===== src/rtl/ex_div_ctrl_pkg.sv =====
// Shared types for the EX-stage iterative divider: op encoding, FSM states, request payload.
`ifndef DIV_PKG_SV
`define DIV_PKG_SV
package div_pkg;

  localparam int unsigned XLEN  = 32;
  localparam int unsigned CNT_W = $clog2(XLEN);
  localparam int unsigned RD_W  = 5;

  typedef enum logic [1:0] {
    DIV  = 2'd0,
    DIVU = 2'd1,
    REM  = 2'd2,
    REMU = 2'd3
  } divop_t;

  typedef enum logic [1:0] {
    IDLE = 2'd0,
    CALC = 2'd1,
    DONE = 2'd2
  } div_state_t;

  typedef struct packed {
    logic [RD_W-1:0] rd;
    logic [XLEN-1:0] opr_a;
    logic [XLEN-1:0] opr_b;
    divop_t          divop;
  } div_req_t;

  // Two's-complement negate when neg is set; used for |x| and final sign fix-up.
  function automatic logic [XLEN-1:0] cond_neg(input logic [XLEN-1:0] v, input logic neg);
    return neg ? (~v + XLEN'(1)) : v;
  endfunction

endpackage
`endif


===== src/rtl/ex_div_ctrl_if.sv =====
// EX-stage <-> divider request/result bundle.
interface ex_div_ctrl_if;
  logic                      start_i;
  div_pkg::divop_t           divop_i;
  logic [div_pkg::XLEN-1:0]  opr_a_i;
  logic [div_pkg::XLEN-1:0]  opr_b_i;
  logic [div_pkg::RD_W-1:0]  rd_i;
  logic                      flush_i;
  logic                      stall_o;
  logic                      res_valid_o;
  logic [div_pkg::XLEN-1:0]  res_o;
  logic [div_pkg::RD_W-1:0]  res_rd_o;

  modport master (
    output start_i, divop_i, opr_a_i, opr_b_i, rd_i, flush_i,
    input  stall_o, res_valid_o, res_o, res_rd_o
  );

  modport slave (
    input  start_i, divop_i, opr_a_i, opr_b_i, rd_i, flush_i,
    output stall_o, res_valid_o, res_o, res_rd_o
  );
endinterface


===== src/rtl/ex_div_ctrl_step.sv =====
// One restoring-division iteration; quotient bits shift into the dividend register LSB.
module ex_div_ctrl_step
  import div_pkg::*;
(
  input  logic [XLEN-1:0] rem_i,
  input  logic [XLEN-1:0] dvd_i,
  input  logic [XLEN-1:0] dvs_i,
  output logic [XLEN-1:0] rem_o,
  output logic [XLEN-1:0] dvd_o,
  output logic            qbit_o
);

  logic [XLEN:0] shifted;
  logic [XLEN:0] trial;

  // Shifted remainder needs XLEN+1 bits when the divisor has its MSB set.
  always_comb begin
    shifted = {rem_i, dvd_i[XLEN-1]};
    trial   = shifted - {1'b0, dvs_i};
    qbit_o  = ~trial[XLEN];
    rem_o   = qbit_o ? trial[XLEN-1:0] : shifted[XLEN-1:0];
    dvd_o   = {dvd_i[XLEN-2:0], qbit_o};
  end

endmodule


===== src/rtl/ex_div_ctrl.sv =====
// RV32M DIV/DIVU/REM/REMU sequencer: stalls EX while a restoring divider runs one bit per cycle.
module ex_div_ctrl
  import div_pkg::*;
(
  input  logic         clk,
  input  logic         arst_n,
  ex_div_ctrl_if.slave dif
);

  localparam logic [XLEN-1:0] INT_MIN = {1'b1, {(XLEN-1){1'b0}}};

  div_state_t       state_q, state_d;
  logic [CNT_W-1:0] cnt_q, cnt_d;
  logic [XLEN-1:0]  rem_q, rem_d;
  logic [XLEN-1:0]  dvd_q, dvd_d;
  logic [XLEN-1:0]  dvs_q, dvs_d;
  divop_t           op_q, op_d;
  logic [RD_W-1:0]  rd_q, rd_d;
  logic             qneg_q, qneg_d;
  logic             rneg_q, rneg_d;
  logic [XLEN-1:0]  res_q, res_d;
  logic [RD_W-1:0]  res_rd_q, res_rd_d;
  logic             valid_q, valid_d;
  logic             stall_c;

  div_req_t         req;
  logic             req_signed;
  logic             req_rem;
  logic [XLEN-1:0]  step_rem;
  logic [XLEN-1:0]  step_dvd;
  logic             step_qbit;

  always_comb begin
    req.rd    = dif.rd_i;
    req.opr_a = dif.opr_a_i;
    req.opr_b = dif.opr_b_i;
    req.divop = dif.divop_i;
    req_signed = (req.divop == DIV) || (req.divop == REM);
    req_rem    = (req.divop == REM) || (req.divop == REMU);
  end

  ex_div_ctrl_step u_step (
    .rem_i  (rem_q),
    .dvd_i  (dvd_q),
    .dvs_i  (dvs_q),
    .rem_o  (step_rem),
    .dvd_o  (step_dvd),
    .qbit_o (step_qbit)
  );

  always_comb begin
    state_d  = state_q;
    cnt_d    = cnt_q;
    rem_d    = rem_q;
    dvd_d    = dvd_q;
    dvs_d    = dvs_q;
    op_d     = op_q;
    rd_d     = rd_q;
    qneg_d   = qneg_q;
    rneg_d   = rneg_q;
    res_d    = res_q;
    res_rd_d = res_rd_q;
    valid_d  = 1'b0;
    stall_c  = 1'b0;

    unique case (state_q)
      IDLE: begin
        if (dif.start_i) begin
          stall_c = 1'b1;
          op_d    = req.divop;
          rd_d    = req.rd;
          rem_d   = '0;
          dvd_d   = cond_neg(req.opr_a, req_signed & req.opr_a[XLEN-1]);
          dvs_d   = cond_neg(req.opr_b, req_signed & req.opr_b[XLEN-1]);
          qneg_d  = req_signed & (req.opr_a[XLEN-1] ^ req.opr_b[XLEN-1]);
          rneg_d  = req_signed & req.opr_a[XLEN-1];
          // Special cases resolve immediately without iterating.
          if (req.opr_b == '0) begin
            res_d    = req_rem ? req.opr_a : '1;
            res_rd_d = req.rd;
            valid_d  = 1'b1;
            state_d  = DONE;
          end else if (req_signed && (req.opr_a == INT_MIN) && (req.opr_b == '1)) begin
            res_d    = req_rem ? '0 : INT_MIN;
            res_rd_d = req.rd;
            valid_d  = 1'b1;
            state_d  = DONE;
          end else begin
            cnt_d   = CNT_W'(XLEN - 1);
            state_d = CALC;
          end
        end
      end
      CALC: begin
        stall_c = 1'b1;
        rem_d   = step_rem;
        dvd_d   = step_dvd;
        if (cnt_q == '0) begin
          res_d    = op_q[1] ? cond_neg(step_rem, rneg_q) : cond_neg(step_dvd, qneg_q);
          res_rd_d = rd_q;
          valid_d  = 1'b1;
          state_d  = DONE;
        end else begin
          cnt_d = cnt_q - CNT_W'(1);
        end
      end
      DONE: begin
        state_d = IDLE;
      end
      default: begin
        state_d = IDLE;
      end
    endcase

    // A flush kills whatever is in flight and leaves the last result untouched.
    if (dif.flush_i) begin
      state_d  = IDLE;
      stall_c  = 1'b0;
      valid_d  = 1'b0;
      res_d    = res_q;
      res_rd_d = res_rd_q;
    end
  end

  always_ff @(posedge clk or negedge arst_n) begin
    if (!arst_n) begin
      state_q  <= IDLE;
      cnt_q    <= '0;
      rem_q    <= '0;
      dvd_q    <= '0;
      dvs_q    <= '0;
      op_q     <= DIV;
      rd_q     <= '0;
      qneg_q   <= 1'b0;
      rneg_q   <= 1'b0;
      res_q    <= '0;
      res_rd_q <= '0;
      valid_q  <= 1'b0;
    end else begin
      state_q  <= state_d;
      cnt_q    <= cnt_d;
      rem_q    <= rem_d;
      dvd_q    <= dvd_d;
      dvs_q    <= dvs_d;
      op_q     <= op_d;
      rd_q     <= rd_d;
      qneg_q   <= qneg_d;
      rneg_q   <= rneg_d;
      res_q    <= res_d;
      res_rd_q <= res_rd_d;
      valid_q  <= valid_d;
    end
  end

  // Stall must drop while reset is asserted even if EX still presents a request.
  assign dif.stall_o     = stall_c & arst_n;
  assign dif.res_valid_o = valid_q;
  assign dif.res_o       = res_q;
  assign dif.res_rd_o    = res_rd_q;

endmodule


===== src/flat_wrapper.sv =====
// flat-port wrapper written by rule: the top's interface ports become plain ports
module ex_div_ctrl_flat import div_pkg::*;
  (clk, arst_n, dif_start_i, dif_divop_i, dif_opr_a_i, dif_opr_b_i, dif_rd_i, dif_flush_i, dif_stall_o, dif_res_valid_o, dif_res_o, dif_res_rd_o);
  ex_div_ctrl_if dif_i ();
  input  logic clk;
  input  logic arst_n;
  input wire logic [$bits(dif_i.start_i)-1:0] dif_start_i;
  input wire logic [$bits(dif_i.divop_i)-1:0] dif_divop_i;
  input wire logic [$bits(dif_i.opr_a_i)-1:0] dif_opr_a_i;
  input wire logic [$bits(dif_i.opr_b_i)-1:0] dif_opr_b_i;
  input wire logic [$bits(dif_i.rd_i)-1:0] dif_rd_i;
  input wire logic [$bits(dif_i.flush_i)-1:0] dif_flush_i;
  output wire logic [$bits(dif_i.stall_o)-1:0] dif_stall_o;
  output wire logic [$bits(dif_i.res_valid_o)-1:0] dif_res_valid_o;
  output wire logic [$bits(dif_i.res_o)-1:0] dif_res_o;
  output wire logic [$bits(dif_i.res_rd_o)-1:0] dif_res_rd_o;
  assign dif_i.start_i = dif_start_i;
  assign dif_i.divop_i = dif_divop_i;
  assign dif_i.opr_a_i = dif_opr_a_i;
  assign dif_i.opr_b_i = dif_opr_b_i;
  assign dif_i.rd_i = dif_rd_i;
  assign dif_i.flush_i = dif_flush_i;
  assign dif_stall_o = dif_i.stall_o;
  assign dif_res_valid_o = dif_i.res_valid_o;
  assign dif_res_o = dif_i.res_o;
  assign dif_res_rd_o = dif_i.res_rd_o;
  ex_div_ctrl u_core (.clk(clk), .arst_n(arst_n), .dif(dif_i));
endmodule

===== config.mk =====
export PLATFORM = sky130hd
export DESIGN_NAME = ex_div_ctrl_flat
export DESIGN_NICKNAME = d
export VERILOG_FILES = /design/src/rtl/ex_div_ctrl_pkg.sv /design/src/rtl/ex_div_ctrl_if.sv /design/src/rtl/ex_div_ctrl_step.sv /design/src/rtl/ex_div_ctrl.sv /design/src/flat_wrapper.sv
export SDC_FILE = /design/constraint.sdc
export NUM_CORES = 1
export LEC_CHECK = 0
export BUFFER_PORTS_ARGS = -buffer_cell sky130_fd_sc_hd__buf_2
export CORE_MARGIN = 3
export CORE_UTILIZATION = 23
export DETAILED_ROUTE_END_ITERATION = 8
export PLACE_DENSITY = 0.43
export SYNTH_ARGS = -nofsm -noshare
export SYNTH_HDL_FRONTEND = slang
export SYNTH_SLANG_ARGS = --single-unit

===== constraint.sdc =====
create_clock -name clk -period 8.8 [get_ports clk]
set_clock_uncertainty 0.15 [all_clocks]
set_input_delay 1.76 -clock clk [delete_from_list [all_inputs] [get_ports clk]]
set_output_delay 1.76 -clock clk [all_outputs]
set_load 0.05 [all_outputs]

Word level (Yosys, flattened, before mapping)
Index checks and enable logic that the tools add are counted.

Flip-flop bits (word level): 150. Bits of input ports: 75. Output and inout bits: 39. Word-level logic and storage cells: 98.

$add $sub $neg: 6. Eq/ne operators: 13. Muxes and demuxes: 42. Bitwise gates (word level): 11. Reductions and logical operators: 14.

Operators by type and width (count): two-way mux 32 bit (14); case mux 32 bit (2 select lines) (3); adder 32 x 1 -> 32 bit, second input constant (4); inverter 32 bit (4); == test 32 bit, second input constant (2); two-way mux 5 bit (8); subtractor 33 x 32 -> 33 bit (1); logical NOT 32 bit (1); case mux 5 bit (2 select lines) (2); two-way mux 2 bit (5); AND reduction 5 bit (2); inequality test 2 bit, second input constant (4); two-way mux 1 bit (7); AND reduction 2 bit (3); logical NOT 5 bit (1); subtractor 5 x 1 -> 5 bit, second input constant (1); bitwise AND 1 bit (4); == test 2 bit, second input constant (2); logical NOT 2 bit (2); case mux 1 bit (2 select lines) (2); case mux 2 bit (2 select lines) (1); inequality test 3 x 1 -> 1 bit, second input constant (1); inequality test 3 x 2 -> 1 bit, second input constant (1); inequality test 3 bit, second input constant (1); 7 further kinds (10).

Logic depth before layout (Yosys ltp)
Depth in word-level cells: 9. Mapped depth: 26. Gate-level depth less buffers: 23.

Modules after synthesis
A second synthesis with hierarchy kept.

Cell total of the unflattened synthesis: 1429. Area, all modules: 11797.6 um^2.

By module, submodules not included: ex_div_ctrl (instances 1, cells an instance 1092, area an instance 9198.8 um^2, seq. area each 3728.6 um^2); ex_div_ctrl_step (instances 1, cells an instance 337, area an instance 2598.7 um^2, seq. area each 0.0 um^2).

Worst setup path before layout
Ideal clock, no wire load.

Path kind: reg-to-reg. Start: reg u_core.dvd_q[31]. End: reg u_core.res_q[24], in the netlist u_core.dif.res_o[24]. Library setup time: 75 ps. Arrival time: 5737 ps. Data required time: 8575 ps. Setup slack: 2839 ps. Stages on the path, launching flop included: 26. Path buffers: 3. Clock period less this slack: 5961 ps. Cells stage by stage: dfrtp_1 -> inv_1 -> ha_1 -> fa_1 -> nor2b_1 -> o31ai_2 -> a21oi_2 -> o21ai_1 -> a2111oi_4 -> o21a_1 -> nor2_8 -> inv_2 -> clkbuf_1 -> buf_1 -> nor2_1 -> a21oi_1 -> ha_1 -> nand2b_1 -> or4b_2 -> nand4_1 -> o221ai_2 -> or3_1 -> buf_2 -> or3_1 -> a32o_1 -> o21ai_2.

Longest elaborated chain between the ends: 8. Elaborated cells on any way between the ends: 12. Classes of those cells: add/sub (3); mux (6); bitwise (3).

Ends and longest elaborated chain: start, declared (line ex_div_ctrl.sv:15) `logic [XLEN-1:0] dvd_q, dvd_d;`; start signal, assigned (line ex_div_ctrl.sv:143) `dvd_q <= dvd_d;`; subtractor 33 x 32 -> 33 bit (line ex_div_ctrl_step.sv:19) `trial = shifted - {1'b0, dvs_i};`; two-way mux 32 bit / inverter 1 bit (equally long branches) (line ex_div_ctrl_step.sv:21, ex_div_ctrl_step.sv:20); inverter 32 bit (line ex_div_ctrl_pkg.sv:32) `return neg ? (~v + XLEN'(1)) : v;`; adder 32 x 1 -> 32 bit (line ex_div_ctrl_pkg.sv:32); two-way mux 32 bit (line ex_div_ctrl_pkg.sv:32); two-way mux 32 bit (*) (line ex_div_ctrl.sv:99) `res_d = op_q[1] ? cond_neg(step_rem, rneg_q) : cond_neg(step_dvd, qneg_q);`; two-way mux 32 bit (*) (line ex_div_ctrl.sv:98) `if (cnt_q == '0) begin`; case mux 32 bit (2 select lines) (*) (line ex_div_ctrl.sv:66) `unique case (state_q)`; end signal, assigned (line ex_div_ctrl.sv:149) `res_q <= res_d;`; end, declared (line ex_div_ctrl.sv:21) `logic [XLEN-1:0] res_q, res_d;`.

Mark *: on every way between the ends. The rest lies on a longest branch, timed or not. The select of a mux whose other input is x is not followed. A chain may end at the register's enable or synchronous reset.

Worst setup path after layout
Same ends and word-level chain as after synthesis.

==> results.yml <==
drt:
  ant_nets: 0
  via_count: 11800
  drt_iter0_drc: 838
  viasPerCell: 5.19
  drt-wirelength-per-cell_um: 20.7
  dr.pass1.iters: 5
  drc_errors: 0
  routed_wl_um: 47100
global_routing:
  grt_pass1_vias: 11600
  grt_usage_pct: 16.8
  overflow: 0
  grt_pass1_wl_um: 72600
  grt_max_degree: 96
  antenna_found_initial: 1
power:
  p_sw_mw: 2.23
  p_per_area_nw_per_um2: 309
  seqPwrFrac_pct: 23.1
  p_leak_nw: 5.50
  pwr-share-clk_pct: 16.8
  p_int_mw: 2.03
  swShare_pct: 52.3
  p_comb_share_pct: 60.1
  peakVddDrop_uv: 141
floorplan:
  dieArea_um2: 55200
  rows: 83
  io-pin-count: 114
  coreArea_um2: 51600
  initial_core_util_pct: 23.4
  die_w_um: 235
  chipHeight_um: 235
clock_tree:
  clk_pin_slew_ns: 0.07
  post_cts_resized: 0
  hold_buffers: 0
  clk_path_buf_depth: 2
  clock_latency_ns: 0.46
  cts_buffers: 17
  cts-htree-levels: 4
  numClockSinks: 149
  post-cts-setup-buffers: 0
  cts_tree: "yes"
  root_buffer: "clkbuf_16"
sta:
  hold_violations: 0
  fmaxAchievable_mhz: 144
  final.setup.tns_ns: 0
  max-slew-margin-rel_pct: 24.7
  grt_setup_unrepaired: "false"
  hold_slack_ns: 0.320
  slew_viol_final: 0
  tightest_slew_ns: 1.13
  setup_violations: 0
  fin_crit_ns: 6.95
  fin_crit_sh_pct: 79.0
worst_setup_path:
  slowest_delay_ns: 0.63
  worstPathArrival_ns: 7.19
  cp.required_ns: 9.04
  ff2ff_path_depth: 22
  critical_path.startpoint_type: "register"
  critical_path_class: "reg -> reg"
  worstPathCellList: "inv_1 > ha_1 > fa_1 > nor2b_1 > o31ai_2 > a21oi_2 > o21ai_1 > a2111oi_4 > o21a_1 > nor2_8 > inv_2 > nor2_1 > a21oi_1 > ha_1 > nand2b_1 > or4b_2 > nand4_1 > o221ai_2 > or3_1 > or3_1 > a32o_1 > o21ai_2"
  crit_family: "simple AND/OR/NAND/NOR gates"
  path_depth: 22
  worst-path-buf-inv: 2
  critical_path.max_fanout: 36
  cp_slowest_cell: "or4b_2"
  endpoint_kind: "register"
final_layout:
  layout-drive-gt1-share_pct: 12.3
  layout.nets: 1702
  diodes: 0
  area_delta_synth_final_pct: 14.2
  fillers: 5606
logic_synthesis:
  synth.distinct_cells: 77
  synthCells: 1538
  syn-num-nets: 1653
  syn_area_per_cell_um2: 7.84
  yosysMostFrequentCell: "o21ai_0"
  yosys_warnings: 0
  synth_seq_area_share_pct: 30.9
  ys.flop_type: "dfrtp_1"
  synthArstFlopShare_pct: 100
  synth_top_area_share_pct: 30.9
  synth_common_cells: "o21ai_0, nand2_1, dfrtp_1"
  synth_edf_count: 0
  ys_ff_latch: 149
  synth_area_leaders: "dfrtp_1, o21ai_0, nand2_1, xor2_1, xnor2_1"
  yosysTopAreaCell: "dfrtp_1"
  synth_area_um2: 12100
place:
  dp_hpwl_um: 36200
  port_buffers: 113
  place_congestion: 0.875
min_path:
  hold_depth: 2
  holdCritPathClass: "reg -> reg"
job:
  cap_violations: 0
outcome:
  status: "finished, final reports clean"
tightest hold or removal path, stage by stage, from the launching register on:
cell and delay (ns):
dfrtp_1 0.34, nand2_1 0.05, o41ai_1 0.05
sequential cells by signal, indices dropped and copies added, names as in the netlist:
signal and flops:
u_core.op_q 1, u_core.dif.res_valid_o 1, u_core.dif.res_o 32, u_core.rem_q 32, u_core.rneg_q 1, u_core.cnt_q 5, u_core.rd_q 5, u_core.qneg_q 1
u_core.dvs_q 32, u_core.dvd_q 32, u_core.state_q 2, u_core.dif.res_rd_o 5
layer usage:
| metal | up-vias | wire [µm] | part of all wire [%] | global-route usage [%] |
|---|---|---|---|---|
| met5 | - | 0 | 0 | 0 |
| met4 | 0 | 1030 | 2.2 | 4.66 |
| met3 | 41 | 1850 | 3.9 | 2.22 |
| met2 | 285 | 22300 | 47 | 28.2 |
| met1 | 5780 | 22000 | 47 | 22.7 |
| li1 | 5735 | - | - | - |
worst paths after layout:
path	from	end	slack, ns
min	u_core.dif.res_o[19]	u_core.dif.res_o[19]	0.32
min in group asynchronous	arst_n	u_core.dif.res_valid_o	1.24
max in group asynchronous	arst_n	u_core.rem_q[8]	5.82
min reg2reg	u_core.dif.res_o[19]	u_core.dif.res_o[19]	0.32
max reg2reg	u_core.dvd_q[31]	u_core.dif.res_o[24]	1.85
max	u_core.dvd_q[31]	u_core.dif.res_o[24]	1.85
metrics by stage:
stage	instances	setup WS [ns]	total power, mW	area (µm²)	util (%)
2_1_floorplan	1538	2.84	2.72	12100	-
3_3_place_gp	2248	2.02	3.53	13200	25.6
3_5_place_dp	2248	1.88	3.53	13200	25.6
4_1_cts	2280	1.92	4.27	13800	26.7
5_1_grt	2280	1.33	4.56	13800	26.7
6_report	2280	1.85	4.26	13800	26.7
logic make-up (layout without fill, tap and decap cells):
group / count (synthesis) / in the layout / synth area share (%)
xor gates and xnor gates: 128 / 128 / 9.29
adders and majority gates: 40 / 40 / 4.21
buffers and inverters: 154 / 216 / 4.97
DFF: 149 / 149 / 30.9
muxes: 32 / 32 / 2.72
AOI/OAI and AO/OA: 505 / 505 / 26.5
and+or+nand+nor: 530 / 530 / 21.4
layout make-up:
type	count	area, µm²	area share [%]
Clock inverter	15	120	0.872
Multi-Input combinational cell	1235	7760	56.3
Tap cell	680	851	6.18
Timing Repair Buffer	126	669	4.86
Clock buffer	17	425	3.09
Inverter	58	218	1.58
Sequential cell	149	3730	27.1
layout by cell type, fill, tap and decap left out, drive strengths merged, types with 6 or more instances in the layout:
cell type / n
nor2: 122
o21ai: 187
buf: 126
a31oi: 21
o31ai: 35
o221ai: 15
dfrtp: 149
nor3: 41
xnor2: 61
and2: 8
nand3: 53
mux2: 6
nor4: 19
o211ai: 12
or2: 10
o21a: 15
clkbuf: 17
or3: 16
a211oi: 9
nand4: 23
o2111ai: 6
a22oi: 34
o41ai: 13
nor4b: 7
nor2b: 11
inv: 64
clkinv: 6
xor2: 67
o21bai: 6
nand2: 169
a21oi: 98
and3: 6
a21o: 15
ha: 39
nand2b: 14
or4: 19
mux2i: 26
power groups by stage:
stage	clock network (mW)	logic, mW	registers, mW
6_report	0.714	2.56	0.985
5_1_grt	0.766	2.79	1.00
4_1_cts	0.737	2.55	0.983
3_5_place_dp	0	2.53	0.996
3_3_place_gp	0	2.54	0.994
2_1_floorplan	0	1.78	0.938
(Power assumes the default switching activity.)
